**config.mk**
```make
export PLATFORM = sky130hd
export DESIGN_NAME = seg_scan_decoder
export DESIGN_NICKNAME = d
export VERILOG_FILES = /design/src/rtl/seg_scan_pkg.sv /design/src/rtl/seg_scan_decoder_seg7_to_bin.sv /design/src/rtl/seg_scan_decoder.sv
export SDC_FILE = /design/constraint.sdc
export NUM_CORES = 1
export LEC_CHECK = 0
export CORE_MARGIN = 2
export CORE_UTILIZATION = 35
export CTS_CLUSTER_DIAMETER = 80
export CTS_CLUSTER_SIZE = 25
export DETAILED_ROUTE_END_ITERATION = 10
export GPL_ROUTABILITY_DRIVEN = 0
export PLACE_DENSITY = 0.69
export SYNTH_ARGS = -nofsm -noshare
export SYNTH_HDL_FRONTEND = slang
export SYNTH_HIERARCHICAL = 1
export SYNTH_SLANG_ARGS = --single-unit
```
**constraint.sdc**
```tcl
create_clock -name clk -period 7.5 [get_ports clk]
set_input_delay 2.25 -clock clk [delete_from_list [all_inputs] [get_ports clk]]
set_output_delay 2.25 -clock clk [all_outputs]
set_load 0.1 [all_outputs]
```
**src/rtl/seg_scan_pkg.sv**
```systemverilog
`default_nettype none
// ============================================================================
//  Module      : seg_scan_pkg
//  Description : Shared definitions for the 7-segment scan decoder: active-low
//                segment patterns (gfedcba) for 0-F, error codes and the FSM
//                state type.
//  Revision    : 1.0 - initial release
// ============================================================================
package seg_scan_pkg;

    // Active-low segment patterns, bit order {g,f,e,d,c,b,a}
    localparam logic [6:0] c_seg_0 = 7'b1000000;
    localparam logic [6:0] c_seg_1 = 7'b1111001;
    localparam logic [6:0] c_seg_2 = 7'b0100100;
    localparam logic [6:0] c_seg_3 = 7'b0110000;
    localparam logic [6:0] c_seg_4 = 7'b0011001;
    localparam logic [6:0] c_seg_5 = 7'b0010010;
    localparam logic [6:0] c_seg_6 = 7'b0000010;
    localparam logic [6:0] c_seg_7 = 7'b1111000;
    localparam logic [6:0] c_seg_8 = 7'b0000000;
    localparam logic [6:0] c_seg_9 = 7'b0010000;
    localparam logic [6:0] c_seg_a = 7'b0001000;
    localparam logic [6:0] c_seg_b = 7'b0000011;
    localparam logic [6:0] c_seg_c = 7'b1000110;
    localparam logic [6:0] c_seg_d = 7'b0100001;
    localparam logic [6:0] c_seg_e = 7'b0000110;
    localparam logic [6:0] c_seg_f = 7'b0001110;

    // err_code values
    localparam logic [1:0] c_err_none      = 2'd0;
    localparam logic [1:0] c_err_bad_seg   = 2'd1;
    localparam logic [1:0] c_err_multi_sel = 2'd2;

    typedef enum logic [1:0] {
        ST_IDLE    = 2'd0,
        ST_SETTLE  = 2'd1,
        ST_CAPTURE = 2'd2,
        ST_HOLD    = 2'd3
    } state_t;

endpackage
`default_nettype wire

```
**src/rtl/seg_scan_decoder_seg7_to_bin.sv**
```systemverilog
`default_nettype none
// ============================================================================
//  Module      : seg7_to_bin
//  Description : Combinational active-low 7-segment pattern to binary decode.
//                Ports: seg[6:0] in (gfedcba, active-low), legal out, value[3:0]
//                out (0 when illegal).
//                Build option SEG_HEX_EN: also accept the A,b,C,d,E,F glyphs.
//  Revision    : 1.0 - initial release
// ============================================================================
module seg7_to_bin
    import seg_scan_pkg::*;
(
    input  logic [6:0] seg,
    output logic       legal,
    output logic [3:0] value
);

    always_comb begin
        legal = 1'b1;
        value = 4'd0;
        case (seg)
            c_seg_0: value = 4'd0;
            c_seg_1: value = 4'd1;
            c_seg_2: value = 4'd2;
            c_seg_3: value = 4'd3;
            c_seg_4: value = 4'd4;
            c_seg_5: value = 4'd5;
            c_seg_6: value = 4'd6;
            c_seg_7: value = 4'd7;
            c_seg_8: value = 4'd8;
            c_seg_9: value = 4'd9;
`ifdef SEG_HEX_EN
            c_seg_a: value = 4'd10;
            c_seg_b: value = 4'd11;
            c_seg_c: value = 4'd12;
            c_seg_d: value = 4'd13;
            c_seg_e: value = 4'd14;
            c_seg_f: value = 4'd15;
`endif
            default: legal = 1'b0;
        endcase
    end

endmodule
`default_nettype wire

```
**src/rtl/seg_scan_decoder.sv**
```systemverilog
`default_nettype none
// ============================================================================
//  Module      : seg_scan_decoder
//  Description : Snoops a multiplexed active-low digit-select / segment bus and
//                rebuilds the per-digit 4-bit values. Each scan slot must be
//                stable for STABLE_CYCLES samples before one capture is taken.
//  Ports       : clk, rst_n (async, active-low)
//                sel_in[NUM_DIGITS-1:0]  digit select, active-low
//                seg_in[6:0]             segments, active-low, gfedcba
//                digits_out              digit i at [4i+3:4i]
//                digit_valid             slot i holds a legal capture
//                frame_done              1-cycle pulse, all digits seen
//                err / err_code          reject pulse / sticky reason code
//  Build option: SEG_HEX_EN - accept hex glyphs A..F (decoded in seg7_to_bin).
//  Revision    : 1.0 - initial release
// ============================================================================
module seg_scan_decoder
    import seg_scan_pkg::*;
#(
    parameter int NUM_DIGITS    = 8,
    parameter int STABLE_CYCLES = 4
) (
    input  logic                    clk,
    input  logic                    rst_n,
    input  logic [NUM_DIGITS-1:0]   sel_in,
    input  logic [6:0]              seg_in,
    output logic [4*NUM_DIGITS-1:0] digits_out,
    output logic [NUM_DIGITS-1:0]   digit_valid,
    output logic                    frame_done,
    output logic                    err,
    output logic [1:0]              err_code
);

    // Counter saturates at STABLE_CYCLES so a long hold never looks like a
    // fresh window.
    localparam int                c_cnt_w    = $clog2(STABLE_CYCLES + 1);
    localparam logic [c_cnt_w-1:0] c_cnt_max  = c_cnt_w'(STABLE_CYCLES);
    localparam logic [c_cnt_w-1:0] c_cnt_fire = c_cnt_w'(STABLE_CYCLES - 1);
    localparam logic [c_cnt_w-1:0] c_cnt_one  = c_cnt_w'(1);
    localparam logic [NUM_DIGITS-1:0] c_sel_one = NUM_DIGITS'(1);

    logic [NUM_DIGITS-1:0]   r_sel;
    logic [6:0]              r_seg;
    logic [c_cnt_w-1:0]      r_cnt;
    state_t                  r_state;
    state_t                  w_next;
    logic [NUM_DIGITS-1:0]   r_seen;
    logic [4*NUM_DIGITS-1:0] r_digits;
    logic [NUM_DIGITS-1:0]   r_valid;
    logic                    r_fd;
    logic                    r_err;
    logic [1:0]              r_code;

    logic                    w_same;
    logic                    w_blank;
    logic [NUM_DIGITS-1:0]   w_low;
    logic                    w_one;
    logic                    w_cap;
    logic                    w_cap_single;
    logic                    w_err_bad;
    logic                    w_err_multi;
    logic [NUM_DIGITS-1:0]   w_seen_set;
    logic                    w_legal;
    logic [3:0]              w_value;

    // The live pins are compared against the registered sample, so the count
    // already reflects the sample about to be registered; this gives a
    // pin-to-output latency of STABLE_CYCLES+1 clocks.
    assign w_same  = ({sel_in, seg_in} == {r_sel, r_seg});
    assign w_blank = &r_sel;
    assign w_low   = ~r_sel;

    // -------------------------------------------------------------------------
    // Input sample register and stability counter
    // -------------------------------------------------------------------------
    always_ff @(posedge clk or negedge rst_n) begin
        if (!rst_n) begin
            r_sel <= '1;
            r_seg <= '1;
            r_cnt <= '0;
        end else begin
            r_sel <= sel_in;
            r_seg <= seg_in;
            if (!w_same) begin
                r_cnt <= '0;
            end else if (r_cnt != c_cnt_max) begin
                r_cnt <= r_cnt + c_cnt_one;
            end
        end
    end

    // -------------------------------------------------------------------------
    // FSM: state register
    // -------------------------------------------------------------------------
    always_ff @(posedge clk or negedge rst_n) begin
        if (!rst_n) begin
            r_state <= ST_IDLE;
        end else begin
            r_state <= w_next;
        end
    end

    // -------------------------------------------------------------------------
    // FSM: next state. r_cnt == 0 marks a sample that differs from the one
    // before it, i.e. the start of a new window. CAPTURE also checks for it so
    // a change landing right on the capture edge is not missed.
    // -------------------------------------------------------------------------
    always_comb begin
        w_next = r_state;
        case (r_state)
            ST_IDLE: begin
                if (!w_blank) w_next = ST_SETTLE;
            end
            ST_SETTLE: begin
                if (w_blank)                  w_next = ST_IDLE;
                else if (r_cnt == c_cnt_fire) w_next = ST_CAPTURE;
            end
            ST_CAPTURE: begin
                if (w_blank)           w_next = ST_IDLE;
                else if (r_cnt == '0)  w_next = ST_SETTLE;
                else                   w_next = ST_HOLD;
            end
            ST_HOLD: begin
                if (w_blank)           w_next = ST_IDLE;
                else if (r_cnt == '0)  w_next = ST_SETTLE;
            end
            default: w_next = ST_IDLE;
        endcase
    end

    // -------------------------------------------------------------------------
    // FSM: outputs. The capture is taken on the SETTLE -> CAPTURE edge.
    // -------------------------------------------------------------------------
    always_comb begin
        w_one        = (w_low != '0) && ((w_low & (w_low - c_sel_one)) == '0);
        w_cap        = (r_state == ST_SETTLE) && !w_blank && (r_cnt == c_cnt_fire);
        w_cap_single = w_cap && w_one;
        w_err_bad    = w_cap_single && !w_legal;
        w_err_multi  = w_cap && !w_one;
        w_seen_set   = (w_cap_single && w_legal) ? w_low : '0;
    end

    seg7_to_bin u_dec (
        .seg   (r_seg),
        .legal (w_legal),
        .value (w_value)
    );

    // -------------------------------------------------------------------------
    // Digit storage, seen mask, frame and error flags
    // -------------------------------------------------------------------------
    always_ff @(posedge clk or negedge rst_n) begin
        if (!rst_n) begin
            r_digits <= '0;
            r_valid  <= '0;
            r_seen   <= '0;
            r_fd     <= 1'b0;
            r_err    <= 1'b0;
            r_code   <= c_err_none;
        end else begin
            for (int i = 0; i < NUM_DIGITS; i++) begin
                if (w_cap_single && w_low[i]) begin
                    if (w_legal) begin
                        r_digits[4*i +: 4] <= w_value;
                        r_valid[i]         <= 1'b1;
                    end else begin
                        r_valid[i]         <= 1'b0;
                    end
                end
            end
            // A full mask is reported and cleared one cycle after it fills.
            r_fd   <= &r_seen;
            r_seen <= ((&r_seen) ? '0 : r_seen) | w_seen_set;
            r_err  <= w_err_bad || w_err_multi;
            if (w_err_multi) begin
                r_code <= c_err_multi_sel;
            end else if (w_err_bad) begin
                r_code <= c_err_bad_seg;
            end
        end
    end

    assign digits_out  = r_digits;
    assign digit_valid = r_valid;
    assign frame_done  = r_fd;
    assign err         = r_err;
    assign err_code    = r_code;

endmodule
`default_nettype wire
```
# ---- Word level (Yosys, flattened, before mapping)
# Index checks and enable logic that the tools add are counted.
dict set report op_classes {
  n_addsub 2
  eq_ne 19
  n_mux 17
  bitwise_logic 3
  reduce_logical 37
}
# operator count
set ops {}
lappend ops {{4-bit case mux with 9 select lines} 1}
lappend ops {{7-bit by 5-bit equality test with 1-bit output (second input constant)} 3}
lappend ops {{7-bit equality test (second input constant)} 3}
lappend ops {{2-bit two-way mux} 9}
lappend ops {{8-bit two-way mux} 2}
lappend ops {{2-bit AND reduction} 8}
lappend ops {{8-bit AND reduction} 2}
lappend ops {{15-bit equality test} 1}
lappend ops {{1-bit logical AND} 15}
lappend ops {{7-bit by 6-bit equality test with 1-bit output (second input constant)} 2}
lappend ops {{10-bit OR reduction} 1}
lappend ops {{3-bit inequality test (second input constant)} 3}
lappend ops {{8-bit bitwise AND} 1}
lappend ops {{8-bit zero test} 1}
lappend ops {{8-bit inverter} 1}
lappend ops {{8-bit OR} 1}
lappend ops {{2-bit case mux with 4 select lines} 1}
lappend ops {{8-bit nonzero test} 1}
lappend ops {{8-bit by 1-bit subtractor with 8-bit output (second input constant)} 1}
lappend ops {{7-bit by 2-bit equality test with 1-bit output (second input constant)} 1}
lappend ops {{7-bit zero test} 1}
lappend ops {{3-bit two-way mux} 2}
lappend ops {{2-bit equality test (second input constant)} 2}
lappend ops {{3-bit by 1-bit adder with 3-bit output (second input constant)} 1}
lappend ops {{11 further kinds} 14}
dict set report totals {
  regBits 72
  inputBits 17
  elab_cells 102
}

# ---- Depth between registers and ports, before layout
dict set report depth {
  depth_word 9
  depth_mapped 7
  ltp_nobuf 7
}

# ---- Hierarchy
# The synthesis kept the hierarchy.
# mod n_inst cells_per_inst area_each_um2
set by_module_without_submodules {}
lappend by_module_without_submodules {seg_scan_decoder 1 223 3133.0}
lappend by_module_without_submodules {seg7_to_bin 1 27 172.7}

# ---- Worst setup path after synthesis
# Ideal clock, no wire load.
dict set report synth_path {
  path_kind {register to output}
  startpoint {register r_code[0] (netlist: err_code[0])}
  endpoint {output port err_code[0]}
  arrival_time_ns 0.898
  path_slack_ns 4.352
  stages_incl_launch_ff 1
  path_cell_list {dfrtp_1}
}
# item line
set synth_rtl {}
lappend synth_rtl {{from (decl)} seg_scan_decoder.sv:52} ;# logic [1:0] r_code;
lappend synth_rtl {{from (signal assigned)} seg_scan_decoder.sv:159} ;# r_code <= c_err_none;
lappend synth_rtl {{from (signal assigned)} seg_scan_decoder.sv:176} ;# r_code <= c_err_multi_sel;
lappend synth_rtl {{from (signal assigned)} seg_scan_decoder.sv:178} ;# r_code <= c_err_bad_seg;
lappend synth_rtl {{to (decl)} seg_scan_decoder.sv:31} ;# output logic [1:0] err_code
# No word-level cell between the ends.

# ---- Worst setup path in the final report
dict set report layout_path {
  startpoint {register r_digits[5] (netlist: digits_out[5])}
  endpoint {output port digits_out[5]}
}
# item line
set layout_rtl {}
lappend layout_rtl {{from (decl)} seg_scan_decoder.sv:48} ;# logic [4*NUM_DIGITS-1:0] r_digits;
lappend layout_rtl {{from (signal, indexed assignment)} seg_scan_decoder.sv:164} ;# r_digits[4*i +: 4] <= w_value;
lappend layout_rtl {{to (decl)} seg_scan_decoder.sv:27} ;# output logic [4*NUM_DIGITS-1:0] digits_out,
# No word-level cell between the ends.

==> results.ini <==
[critical_path]
cp.buffers_inverters = 1
worstPathArrival_ps = 1880
start_kind = flip-flop
crit_family = buffers and inverters
crit_type = flip-flop to output port
end_kind = output port
crit_chain = clkdlybuf4s50_1
critPathMaxFanout = 2
cp_data_required_time_ps = 5250
slowest_stage = clkdlybuf4s50_1
max_stage_delay_ps = 1160

[finish]
drive_gt1_share_pct = 26.8
final_nets = 336
regArea_um2 = 1820
multi_input_area_um2 = 1410
final_area_um2 = 4270
area_growth_syn_to_layout_pct = 29.3
antenna_cells = 0
nFillCells = 836
final_util_pct = 46.5

[floorplan]
die-area_um2 = 10200
ios = 61
initial_core_util_pct = 35.9
die_h_um = 101
die_w_um = 101
core_um2 = 9200
row_count = 35

[logic_synthesis]
synthFlopType = dfrtp_1
yosys.area.top_type_share_pct = 43.1
syn-instance-count = 250
ys_seq_area_share_pct = 55.1
ys_ff_latch = 72
synth-edff-count = 0
synthArstFlopShare_pct = 100
yosysWarnings = 6
synth_nets = 270
synth_cell_types = 47
synth_area_leader_cell = dfrtp_1
synth_area_um2 = 3310
avgSynthCellArea_um2 = 13.2
yosys-top-cells-area = dfrtp_1 43%, mux2_2 13%, dfstp_2 12%

[pwr]
vdd_drop_max_v = 0.000126
p_leak_uw = 0.00189
power_density_nw_per_um2 = 194

[global_route]
grt_start_max_net_pins = 73
grt_pass1_wl_um = 12000
grt_pass1_vias = 2335
grt_util_all_layers_pct = 15.2
grt_overflow = 0
antenna_found_initial = 0

[timing]
clock_skew_ps = 11.2
rsz0062_at_grt = false
max_slew.worst_pin.slew_ps = 1010
max_freq_mhz = 242
slew_headroom_pct = 32.4
finalMaxSlewViolations = 0
setup_viol = 0
period_minus_slack_ps = 4130
finalCritPeriodShare_pct = 55.0
final_hold_viol_count = 0
fin_setup_tns_ps = 0

[clock_tree]
clock_latency_ps = 350
clkTransAtPathRegs_ps = 90
ctsHtreeMaxLevel = 3
cts_root_buf = clkbuf_8
clock_path_buffers = 2
cts_sinks = 72
postCtsSetupBuffers = 0
ctsResizeCount = 0
holdBufCountCts = 0
cts_buffers = 9
cts_tree = done

[drt]
wl_um = 7200
ant_nets = 0
wl_per_cell_um = 16.7
drt-pass1-iter-count = 4
vias = 2237
viasPerCell = 5.18
drc_errors = 0
first_iter_violations = 134

[placement]
dpl-instance-area_um2 = 4020
dp_hpwl_um = 5050
portBuffers = 60

[run]
max_cap_viol_count = 0

[hold_path]
hp-class = flip-flop to flip-flop

[run_status]
status = complete, no violations

==> kinds of logic (layout without fill, tap and decap cells) <==
group,count (synthesis),count (layout),synth area share (%)
flops,72,72,55.1
simple gates,59,59,10.4
compound gates,40,40,12.4
mux,39,39,13.3
xor+xnor,19,19,5.26
buf+inv,18,89,2.46
fa+ha+maj,3,3,1.14
==> metrics by stage <==
step	hold WS (ps)	std cells	worst slack, ps	power [uW]
floorplan	439	250	4350	432
global placement	460	416	3760	455
detailed placement	464	416	3750	456
CTS	483	432	3360	839
global route	493	432	3320	861
finish	480	432	3370	830
==> cells in the final DEF, fill, tap and decap left out, types with 3 or more instances in the layout <==
| cell type | count |
|---|---|
| clkdlybuf4s50_1 | 59 |
| dfrtp_1 | 57 |
| mux2_2 | 37 |
| xor2_1 | 16 |
| dfstp_2 | 15 |
| nand2_1 | 12 |
| nor2_1 | 11 |
| inv_1 | 9 |
| clkbuf_8 | 9 |
| a21o_1 | 7 |
| nor4_1 | 7 |
| a2111oi_4 | 6 |
| a21oi_1 | 6 |
| nand3_1 | 5 |
| o21ai_0 | 5 |
| buf_4 | 4 |
| nand4_1 | 3 |
| and3_1 | 3 |
| nor3_1 | 3 |
| nand3b_1 | 3 |
| a2111oi_0 | 3 |
| ha_1 | 3 |
| bufinv_16 | 3 |
==> per-layer routing <==
layer | up-vias | wire length (um) | global-route usage, % | part of all wire, %
li1 | 1055 | - | - | -
met1 | 1121 | 3280 | 20.0 | 46
met2 | 50 | 3440 | 24.1 | 48
met3 | 11 | 368 | 4.62 | 5.1
met4 | 0 | 112 | 4.99 | 1.6
met5 | - | 0 | 0 | 0
==> flip-flops by register name (all words and copies together) (netlist names) <==
signal / count
digit_valid: 8
digits_out: 32
err: 1
err_code: 2
frame_done: 1
r_cnt: 3
r_seen: 8
r_seg: 7
r_sel: 8
r_state: 2
==> final cells by class <==
type,instances,share of cell area (%)
Clock buffer,9,2.90
Clock inverter,7,2.93
Inverter,9,0.791
Multi-Input combinational cell,160,32.9
Sequential cell,72,42.6
Tap cell,111,3.25
Timing Repair Buffer,64,14.6
==> worst paths after layout <==
check / startpoint / end / slack, ps / cells after the start
setup / recovery: digits_out[5] / digits_out[5] / 3370 / 1
hold / removal: r_seen[1] / r_seen[1] / 480 / 2
setup reg to reg: r_seg[6] / digits_out[27] / 4000 / 7
hold reg to reg: r_seen[1] / r_seen[1] / 480 / 2
max in group asynchronous: rst_n / err / 4790 / 2
min in group asynchronous: rst_n / digit_valid[1] / 2120 / 2
==> power breakdown <==
part / leakage (uW) / internal, uW / total, uW / switching (uW)
Sequential: 0.000949 / 396 / 408 / 11.8
Combinational: 0.000811 / 17.2 / 40.4 / 23.2
Clock: 0.000124 / 224 / 382 / 158
==> cell usage after synthesis, drive strengths merged, types with 2 or more instances <==
cell type	instances
nor2b	2
xor2	16
a31oi	2
dfstp	15
clkbuf	4
and3	3
nor4	7
nand2	12
nand3	5
o2111ai	2
ha	3
buf	5
nand3b	3
a2111oi	10
nand4	5
inv	9
o21ai	6
a21oi	7
a21o	7
xnor2	3
nor2	11
mux2	39
dfrtp	57
nor3	3
Power figures use the tool's default switching activity.
